$ cat src/rtl/high_radix_mult_seq.sv
// rtl/high_radix_mult_seq.sv - radix-4 Booth sequential multiplier, one digit per cycle
module high_radix_mult_seq #(
  parameter int WIDTH = 16
) (
  input  logic                 clk,
  input  logic                 reset,
  input  logic                 in_valid,
  output logic                 in_ready,
  input  logic                 signed_mode,
  input  logic [WIDTH-1:0]     x,
  input  logic [WIDTH-1:0]     y,
  output logic                 out_valid,
  input  logic                 out_ready,
  output logic [2*WIDTH-1:0]   out
);

  // Operands are widened by two bits so the final digit absorbs the unsigned
  // MSB; that gives WIDTH/2+1 digits. The accumulator carries four guard bits
  // above the product so no partial sum wraps before truncation.
  localparam int NDIG = WIDTH / 2 + 1;
  localparam int AW   = 2 * WIDTH + 4;
  localparam int YW   = WIDTH + 3;
  localparam int CW   = $clog2(NDIG + 1);

  typedef enum logic [1:0] {
    IDLE = 2'd0,
    CALC = 2'd1,
    DONE = 2'd2
  } state_t;

  state_t              state_q, state_d;
  logic [CW-1:0]       cnt_q, cnt_d;
  logic [AW-1:0]       acc_q, acc_d;
  logic [AW-1:0]       mcand_q, mcand_d;
  logic [YW-1:0]       ybits_q, ybits_d;
  logic [2*WIDTH-1:0]  out_q, out_d;

  logic                accept;
  logic                last_digit;
  logic [2:0]          win;
  logic [AW-1:0]       pp;
  logic [AW-1:0]       sum;
  logic [AW-1:0]       x_ext;
  logic [YW-1:0]       y_ext;

  assign accept     = (state_q == IDLE) && in_valid;
  assign last_digit = (cnt_q == CW'(NDIG - 1));
  assign win        = ybits_q[2:0];

  // signed_mode only matters at accept time: it is folded into the extension
  // bits here, so no separate mode register is kept.
  assign x_ext = {{(AW - WIDTH){signed_mode & x[WIDTH-1]}}, x};
  assign y_ext = {{2{signed_mode & y[WIDTH-1]}}, y, 1'b0};

  // Booth digit decode into a partial product against the running multiplicand
  always_comb begin
    pp = '0;
    unique case (win)
      3'b000, 3'b111: pp = '0;
      3'b001, 3'b010: pp = mcand_q;
      3'b011:         pp = mcand_q << 1;
      3'b100:         pp = -(mcand_q << 1);
      default:        pp = -mcand_q;
    endcase
  end

  assign sum = acc_q + pp;

  // State register and datapath registers, synchronous active-low reset
  always_ff @(posedge clk) begin
    if (!reset) begin
      state_q <= IDLE;
      cnt_q   <= '0;
      acc_q   <= '0;
      mcand_q <= '0;
      ybits_q <= '0;
      out_q   <= '0;
    end else begin
      state_q <= state_d;
      cnt_q   <= cnt_d;
      acc_q   <= acc_d;
      mcand_q <= mcand_d;
      ybits_q <= ybits_d;
      out_q   <= out_d;
    end
  end

  // Next-state logic: accept in IDLE, fixed-length CALC, hold in DONE until taken
  always_comb begin
    state_d = state_q;
    unique case (state_q)
      IDLE:    if (accept) state_d = CALC;
      CALC:    if (last_digit) state_d = DONE;
      DONE:    if (out_ready) state_d = IDLE;
      default: state_d = IDLE;
    endcase
  end

  // Datapath next-state: load on accept, retire one digit per CALC cycle
  always_comb begin
    cnt_d   = cnt_q;
    acc_d   = acc_q;
    mcand_d = mcand_q;
    ybits_d = ybits_q;
    out_d   = out_q;
    unique case (state_q)
      IDLE: begin
        if (accept) begin
          cnt_d   = '0;
          acc_d   = '0;
          mcand_d = x_ext;
          ybits_d = y_ext;
        end
      end
      CALC: begin
        cnt_d   = cnt_q + 1'b1;
        acc_d   = sum;
        mcand_d = mcand_q << 2;
        ybits_d = {2'b00, ybits_q[YW-1:2]};
        if (last_digit) out_d = sum[2*WIDTH-1:0];
      end
      default: ;
    endcase
  end

  // Output decode from the state register
  always_comb begin
    in_ready  = (state_q == IDLE);
    out_valid = (state_q == DONE);
    out       = out_q;
  end

endmodule
$ cat config.mk
export PLATFORM = sky130hd
export DESIGN_NAME = high_radix_mult_seq
export DESIGN_NICKNAME = d
export VERILOG_FILES = /design/src/rtl/high_radix_mult_seq.sv
export SDC_FILE = /design/constraint.sdc
export NUM_CORES = 1
export LEC_CHECK = 0
export CORE_MARGIN = 2
export CORE_UTILIZATION = 55
export DETAILED_ROUTE_END_ITERATION = 10
export PLACE_DENSITY = 0.77
export SYNTH_ARGS = -nofsm -noshare
export SYNTH_HDL_FRONTEND = slang
export SYNTH_SLANG_ARGS = --single-unit
$ cat constraint.sdc
create_clock -name clk -period 7.2 [get_ports clk]
set_input_delay 1.08 -clock clk [delete_from_list [all_inputs] [get_ports clk]]
set_output_delay 1.08 -clock clk [all_outputs]
set_load 0.02 [all_outputs]
==> run_results.csv, run 1 <==
group,metric,value,unit
pwr,leakage,3.62,nW
hold_path,hold_end,"out[22]",
clocking,cts-root-buf,"clkbuf_16",
timing,fin_crit_sh,75.1,%
placement,io_buffer_count,70,
timing,timing.setup.tns,0,ps
yosys,ys.flop_type,"dfxtp_1",
hold_path,hp-class,"reg -> reg",
yosys,ys_seq_area_share,29.6,%
floorplanning,die_y,125,microns
floorplanning,io_pins,71,
yosys,netlist_area,0.00811,sq mm
finish,drive_gt1_share,6.54,%
critical_path,rrSetupSlack,1790,ps
timing,rsz0062_at_grt,"no",
grt,overflow,0,
job,maxCapViolCount,0,
yosys,netlist_instances,1073,
finish,nets,1162,
pwr,vdd_drop_max,0.175,mV
floorplanning,fp.dieArea,0.0157,sq mm
floorplanning,core,0.0145,sq mm
finish,antennaDiodeCount,0,
critical_path,r2r_end,"out[29]",
critical_path,cp_slowest_cell,"dfxtp_1",
grt,grt_pass1_wl,34.9,mm
clocking,cts.clk_slew.worst_paths,60,ps
clocking,cts_sinks,120,
pwr,power,2.05,mW
critical_path,worst_path_largest_cell_delay,970,ps
timing,slew_headroom,32.1,%
clocking,clock_latency,430,ps
clocking,cts_tree,"yes",
critical_path,cp-end-kind,"flop",
yosys,synth-seq-cells,120,
route,drtAntennaViolNets,0,
clocking,ctsHoldBuffers,0,
finish,area_delta_synth_final,15.8,%
critical_path,crit_chain,"nand2_1 -> nor2_1 -> a32oi_1 -> o21ai_0 -> a21boi_0 -> ha_1 -> and3_1 -> and4_1 -> a221o_1 -> and3_1 -> a2111oi_0 -> o21ai_0 -> xor2_1 -> nand2_1 -> a21boi_0",
grt,grtUsageTotal,26.8,%
floorplanning,rows,44,
clocking,cts_resized,0,
timing,fmax,185,MHz
clocking,ctsLongestPathBuffers,2,
route,num_vias,7850,
yosys,async_reset_ff_share,0,%
finish,utilization,64.9,%
clocking,cts-buffers-inserted,17,
clocking,post_cts_buffers,0,
critical_path,cp_top_family,"compound AO/OA/AOI/OAI gates",
critical_path,start_kind,"flop",
floorplanning,die_x,125,microns
critical_path,worstSetupPathType,"reg -> reg",
timing,finalHoldViolations,0,
placement,gp_congestion,0.982,
hold_path,min_path_cells,2,
hold_path,worstHoldStart,"out[22]",
route,drtIter0Drc,838,
critical_path,cp.buffers_inverters,0,
timing,tightest_slew,1020,ps
yosys,yosysWarnings,0,
yosys,synth_area_per_cell,7.56,sq um
route,drt-pass1-iter-count,5,
floorplanning,start_util,56.0,%
yosys,synth_edf_count,0,
route,vias_per_cell,6.11,
critical_path,required,7550,ps
timing,finClkSkew,10.9,ps
grt,grt_start_max_net_pins,119,
timing,fin_crit,5410,ps
yosys,synthDistinctLibCells,69,
run_status,status,"finished clean",
critical_path,crit_path_max_fanout,27,
placement,dpl.hpwl,14.3,mm
yosys,synthesis.nets,1147,
grt,grt_pass1_vias,7019,
pwr,power_density,218,mW/mm^2
route,drcViolationCount,0,
route,wl_per_cell,16.4,microns
critical_path,ff2ff_path_depth,15,
timing,drv_slew,0,
critical_path,arrival,5760,ps
route,wl,21.1,mm
grt,antenna_found_initial,0,
clocking,h-tree-depth,4,
timing,setup_viol,0,
critical_path,r2r_start,"ybits_q[0]",
[cells in the final DEF, fill, tap and decap left out, types with 5 or more instances in the layout]
| master | Yosys | routed |
|---|---|---|
| o21a_1 | 6 | 6 |
| nor4_1 | 6 | 6 |
| and2_1 | 6 | 6 |
| a211oi_1 | 13 | 13 |
| a21oi_1 | 81 | 81 |
| o22ai_1 | 7 | 7 |
| inv_1 | 22 | 22 |
| buf_4 | 2 | 12 |
| xnor2_1 | 29 | 29 |
| clkdlybuf4s50_1 | 0 | 69 |
| a221oi_1 | 17 | 17 |
| a21boi_0 | 42 | 42 |
| ha_1 | 36 | 36 |
| a22oi_1 | 39 | 39 |
| o21ai_0 | 112 | 111 |
| maj3_1 | 26 | 26 |
| dfxtp_1 | 120 | 118 |
| nor3_1 | 13 | 13 |
| nand3_1 | 19 | 19 |
| nor2b_1 | 26 | 26 |
| or3_1 | 5 | 5 |
| a21o_1 | 13 | 13 |
| a31oi_1 | 5 | 5 |
| clkinvlp_4 | 0 | 5 |
| clkbuf_16 | 0 | 17 |
| nand4_1 | 9 | 9 |
| and3_1 | 5 | 5 |
| xor2_1 | 24 | 24 |
| nor2_1 | 97 | 94 |
| a22o_1 | 7 | 7 |
| nand2_1 | 134 | 134 |
[flip-flops by register name (all words and copies together), names as in the netlist]
| signal | cells |
|---|---|
| ybits_q | 18 |
| state_q | 2 |
| out | 32 |
| acc_q | 32 |
| cnt_q | 4 |
| mcand_q | 32 |
[Yosys cell counts (all sizes together) (22+ instances only)]
| cell type | instances | area [sq um] |
|---|---|---|
| a21boi | 42 | 315 |
| inv | 22 | 82.6 |
| o21ai | 112 | 561 |
| nor2 | 97 | 364 |
| dfxtp | 120 | 2400 |
| maj3 | 27 | 272 |
| nand2 | 136 | 515 |
| nor2b | 26 | 163 |
| xor2 | 24 | 210 |
| clkbuf | 71 | 267 |
| a21oi | 81 | 405 |
| xnor2 | 29 | 254 |
| ha | 36 | 450 |
| a22oi | 39 | 293 |
[routing by layer]
layer	track usage [%]	vias to the layer above	part of all wire [%]	wire length, microns
met2	40.7	314	44	9340
met3	5.18	35	6.3	1320
met5	0	-	0	0
li1	-	3889	-	-
met1	37.6	3612	47	9890
met4	9.93	0	2.4	503
[cell families after synthesis]
family,share of synthesized area (%)
AOI/OAI and AO/OA,29.3
DFF,29.6
adders and majority gates,9.15
xor gates and xnor gates,5.72
muxes,0.771
and+or+nand+nor,20.0
buffers and inverters,5.43
[worst max-delay path by stage]
stage	startpoint	endpoint	slack (ps)	depth (start not counted)
global placement	ybits_q[0]	out[29]	2150	15
CTS	ybits_q[0]	out[29]	1970	15
detailed placement	ybits_q[0]	out[29]	1970	15
global route	ybits_q[0]	out[29]	1410	15
finish	ybits_q[0]	out[29]	1790	15
floorplan	mcand_q[0]	acc_q[29]	2800	17
[final cells by class]
type | instances | area, sq um
clock inverters | 13 | 146
flip-flops and latches | 120 | 2400
clock buffers | 19 | 453
well taps | 184 | 230
multi-input cells | 842 | 5280
fillers | 1267 | 5080
inverters | 25 | 93.8
repair buffers | 82 | 786
[power breakdown]
part,switching [mW],internal [mW]
combinational,0.269,0.172
clock,0.332,0.530
sequential,0.0453,0.698
total,0.646,1.40
[through the flow]
step,std cells,setup slack (ps),hold WS [ps],cell area (sq um)
after floorplan,1073,2800,432,8110
after global placement,1253,2150,448,8790
after detailed placement,1253,1970,454,8790
after CTS,1285,1970,466,9390
after global routing,1285,1410,488,9390
final,1285,1790,461,9390
[worst min-delay path, cell delays in order (launching register included)]
cell      delay [ps]
dfxtp_1          300
nand2_1           40
a21boi_0          60
(Power assumes the default switching activity.)
==> inputs of run 2 (changes only) <==
==> constraint.sdc (replaced) <==
create_clock -name clk -period 5.7 [get_ports clk]
set_input_delay 0.855 -clock clk [delete_from_list [all_inputs] [get_ports clk]]
set_output_delay 0.855 -clock clk [all_outputs]
set_load 0.02 [all_outputs]
==> run_results.csv, run 2 (synthesis results as in run 1) <==
group,metric,value,unit
pwr,power_density,267,mW/mm^2
timing,final.setup.worst_slack,897,ps
critical_path,required,6030,ps
clocking,ctsLongestPathBuffers,2,
finish,layout_common_cells,"134 x nand2_1, 118 x dfxtp_1, 111 x o21ai_0",
job,maxCapViolCount,0,
grt,antenna_found_initial,0,
floorplanning,die_x,125,microns
route,drcViolationCount,0,
timing,rsz0062_at_grt,"no",
finish,layout.cells.most_common,"nand2_1",
floorplanning,rows,44,
placement,dpl.hpwl,15.2,mm
clocking,clock_latency,420,ps
floorplanning,start_util,56.0,%
route,wl,21.7,mm
critical_path,cp-end-kind,"flop",
timing,drv_slew,0,
grt,grt_pass1_vias,7184,
route,dr_wl_met2,9.77,mm
finish,nets,1167,
finish,utilization,64.7,%
clocking,cts.clk_slew.worst_paths,60,ps
critical_path,crit_path_max_fanout,9,
timing,finalHoldViolations,0,
finish,antennaDiodeCount,0,
timing,tightest_slew,1050,ps
critical_path,rrSetupSlack,900,ps
placement,pre_cts_slack,962,ps
clocking,h-tree-depth,4,
route,dr_wl_met3,1.39,mm
timing,setup_viol,0,
route,vias_per_cell,6.12,
run_status,status,"finished clean",
route,wl_per_cell,16.9,microns
placement,gp_congestion,0.980,
pwr,vdd_drop_max,0.205,mV
floorplanning,core,0.0145,sq mm
clocking,post_cts_buffers,0,
clocking,cts_tree,"yes",
route,met1Wirelength,10.2,mm
grt,grtUsageTotal,27.6,%
critical_path,start_kind,"flop",
clocking,ctsHoldBuffers,0,
critical_path,arrival,5140,ps
route,drtAntennaViolNets,0,
timing,whs,463,ps
clocking,cts-buffers-inserted,17,
floorplanning,die_y,125,microns
clocking,cts_sinks,120,
route,num_vias,7879,
pwr,leakage,3.63,nW
route,drt-pass1-iter-count,5,
finish,area_delta_synth_final,15.5,%
timing,fin_crit,4800,ps
floorplanning,fp.dieArea,0.0157,sq mm
route,drtIter0Drc,891,
finish,drive_gt1_share,6.61,%
grt,grt_pass1_wl,36.2,mm
route,topRoutingLayerUsed,"met4",
timing,fmax,208,MHz
timing,timing.setup.tns,0,ps
timing,finClkSkew,5.64,ps
clocking,cts_resized,0,
hold_path,hp-class,"reg -> reg",
critical_path,worstSetupPathType,"reg -> reg",
timing,fin_crit_sh,84.3,%
floorplanning,io_pins,71,
placement,io_buffer_count,70,
grt,grt_start_max_net_pins,53,
clocking,cts-root-buf,"clkbuf_16",
grt,overflow,0,
timing,slew_headroom,29.9,%
## run 2: path summary, 6_finish.rpt
check                   from  endpoint  depth (start not counted)
setup / recovery  mcand_q[0]   out[29]                         19
hold / removal       out[26]   out[26]                          2
setup reg to reg  mcand_q[0]   out[29]                         19
hold reg to reg      out[26]   out[26]                          2
## run 2: where the power goes
group / switching [mW] / internal (mW) / leakage, nW
Sequential: 0.0641 / 0.882 / 0.979
Combinational: 0.336 / 0.220 / 2.39
Clock: 0.383 / 0.612 / 0.260
Total: 0.783 / 1.71 / 3.63
## run 2: routing by layer
metal / track usage, % / up-vias
met3: 4.32 / 39
met2: 42.8 / 303
li1: - / 3902
met5: 0 / -
met4: 9.28 / 0
met1: 39.1 / 3635
## run 2: worst max-delay path, cell delays in order, from the launching register on
cell and delay, ps:
dfxtp_1 370, inv_1 80, ha_1 160, nor3b_2 280
nand2_2 160, nor4_1 180, o21ai_0 140, maj3_1 370
a221oi_1 400, ha_1 380, a211oi_1 360, o21ai_0 170
a221o_1 350, and3_1 190, a2111oi_0 400, buf_4 190
o21ai_0 100, xor2_1 180, nand2_1 70, a21boi_0 180
## run 2: cell type report
cell class                      instances  area, sq um
Sequential cell                       120         2400
Tap cell                              184          230
Clock inverter                          9         77.6
Inverter                               25         93.8
Fill cell                            1252         5110
Timing Repair Buffer                   87          823
Clock buffer                           21          460
Multi-Input combinational cell        842         5280
## run 2: stage by stage
stage	power, mW	area, sq um	cells
floorplan	1.36	8110	1073
global placement	1.50	8830	1258
detailed placement	1.50	8830	1258
CTS	2.50	9370	1288
global route	2.61	9370	1288
finish	2.50	9370	1288
==> inputs of run 3 (changes only) <==
==> constraint.sdc (replaced) <==
create_clock -name clk -period 4.8 [get_ports clk]
set_input_delay 0.72 -clock clk [delete_from_list [all_inputs] [get_ports clk]]
set_output_delay 0.72 -clock clk [all_outputs]
set_load 0.02 [all_outputs]
==> run_results.csv, run 3 (synthesis results as in run 1) <==
group,metric,value,unit
timing,fmax,218,MHz
grt,grt_use_met1,37.9,%
critical_path,crit_path_end,"acc_q[30]",
finish,drive_gt1_share,9.03,%
floorplanning,die_x,125,microns
critical_path,ff2ff_path_depth,17,
placement,dpl.cell_count,1267,
floorplanning,start_util,56.0,%
route,drtIter0Drc,862,
finish,final_area,0.00959,sq mm
critical_path,arrival,4900,ps
timing,fin_crit_sh,95.5,%
finish,nets,1179,
clocking,ctsLongestPathBuffers,2,
pwr,leakage,3.72,nW
grt,grt_pass1_vias,7290,
route,drtAntennaViolNets,0,
grt,grt_most_used_layer,"met2",
clocking,h-tree-depth,4,
timing,drv_slew,0,
hold_path,worstHoldStart,"out[30]",
job,maxCapViolCount,0,
run_status,status,"finished clean",
critical_path,cp-end-kind,"flop",
timing,setup_viol,0,
placement,placed_area,0.00890,sq mm
clocking,cts-buffers-inserted,17,
critical_path,start_kind,"flop",
clocking,cts_sinks,120,
grt,overflow,0,
grt,grtUsageMet3,5.31,%
pwr,power_density,316,mW/mm^2
finish,antennaDiodeCount,0,
hold_path,hp-class,"reg -> reg",
finish,layout_common_cells,"134 x nand2_1, 117 x dfxtp_1, 110 x o21ai_0",
route,num_vias,8010,
finish,final_cell_count_no_fill,1302,
placement,pre_cts_slack,95.8,ps
critical_path,r2r_end,"acc_q[30]",
pwr,vdd_drop_max,0.247,mV
grt,use_met2,43.0,%
floorplanning,core,0.0145,sq mm
placement,gp_congestion,0.912,
critical_path,worstSetupPathType,"reg -> reg",
clocking,clock_latency,420,ps
grt,grtUsageTotal,27.3,%
finish,layout.cells.most_common,"nand2_1",
timing,whs,456,ps
timing,finClkSkew,8.34,ps
route,wl_per_cell,16.7,microns
route,drcViolationCount,0,
clocking,cts.clk_slew.worst_paths,50,ps
finish,utilization,66.2,%
critical_path,required,5110,ps
route,wl,21.8,mm
grt,grt_pass1_wl,35.7,mm
placement,io_buffer_count,70,
timing,rsz0062_at_grt,"yes",
critical_path,crit_path_max_fanout,8,
timing,slew_headroom,33.4,%
critical_path,critPathLaunch,"mcand_q[1]",
clocking,cts-root-buf,"clkbuf_16",
placement,dpl.hpwl,14.9,mm
route,vias_per_cell,6.15,
critical_path,rrSetupSlack,210,ps
timing,timing.setup.tns,0,ps
timing,final.setup.worst_slack,215,ps
timing,finalHoldViolations,0,
finish,area_delta_synth_final,18.2,%
floorplanning,io_pins,71,
timing,fin_crit,4590,ps
timing,tightest_slew,995,ps
hold_path,min_path_cells,2,
floorplanning,die_y,125,microns
clocking,cts_tree,"yes",
grt,antenna_found_initial,0,
route,drt-pass1-iter-count,6,
critical_path,r2r_start,"mcand_q[1]",
pwr,power,3.03,mW
floorplanning,fp.dieArea,0.0157,sq mm
grt,grt_start_max_net_pins,68,
floorplanning,rows,44,
[run 3: cell count changes in the layout (fill, tap and decap cells not counted), moves of 3 or more]
| cell | delta |
|---|---|
| buf_4 | +12 |
| ha_1 | -3 |
| ha_2 | +3 |
| a221oi_2 | +4 |
| a2111oi_0 | -4 |
| a221oi_1 | -4 |
[run 3: worst min path at each step]
| stage | end |
|---|---|
| 2_1_floorplan | acc_q[12] |
| 3_3_place_gp | out[23] |
| 3_5_place_dp | out[9] |
| 4_1_cts | out[9] |
| 5_1_grt | out[30] |
| 6_report | out[30] |
[run 3: cell type report]
type / count / area, sq um
Clock buffer: 21 / 460
Clock inverter: 11 / 98.8
Fill cell: 1260 / 4890
Inverter: 25 / 93.8
Multi-Input combinational cell: 842 / 5390
Sequential cell: 120 / 2410
Tap cell: 184 / 230
Timing Repair Buffer: 99 / 913
[run 3: worst max-delay path: stages (launching register included)]
cell,delay [ps]
dfxtp_2,350
inv_1,80
ha_1,180
nor3b_4,310
nand2_4,120
or3_4,390
or4_4,570
nor3_2,200
xnor2_1,110
maj3_2,320
a221oi_2,270
ha_1,320
a21o_1,220
or3b_2,430
o21ai_0,110
a31oi_1,80
xor2_1,190
a22o_1,230
[run 3: report_power, final]
group          switching [mW]  internal, mW  leakage, nW
sequential             0.0805          1.05        0.979
clock                   0.471         0.736        0.269
combinational           0.409         0.282         2.48
[run 3: layer usage]
metal,vias up,part of all wire [%]
met1,3714,46
met3,30,7.1
li1,3928,-
met2,338,45
met5,-,0
met4,0,1.5
[run 3: what timing repair did]
action                     4_1_cts  5_1_grt
resized for setup                0       28
hold buffers                     0        0
setup buffers                    0        3
setup endpoints to repair        0       17
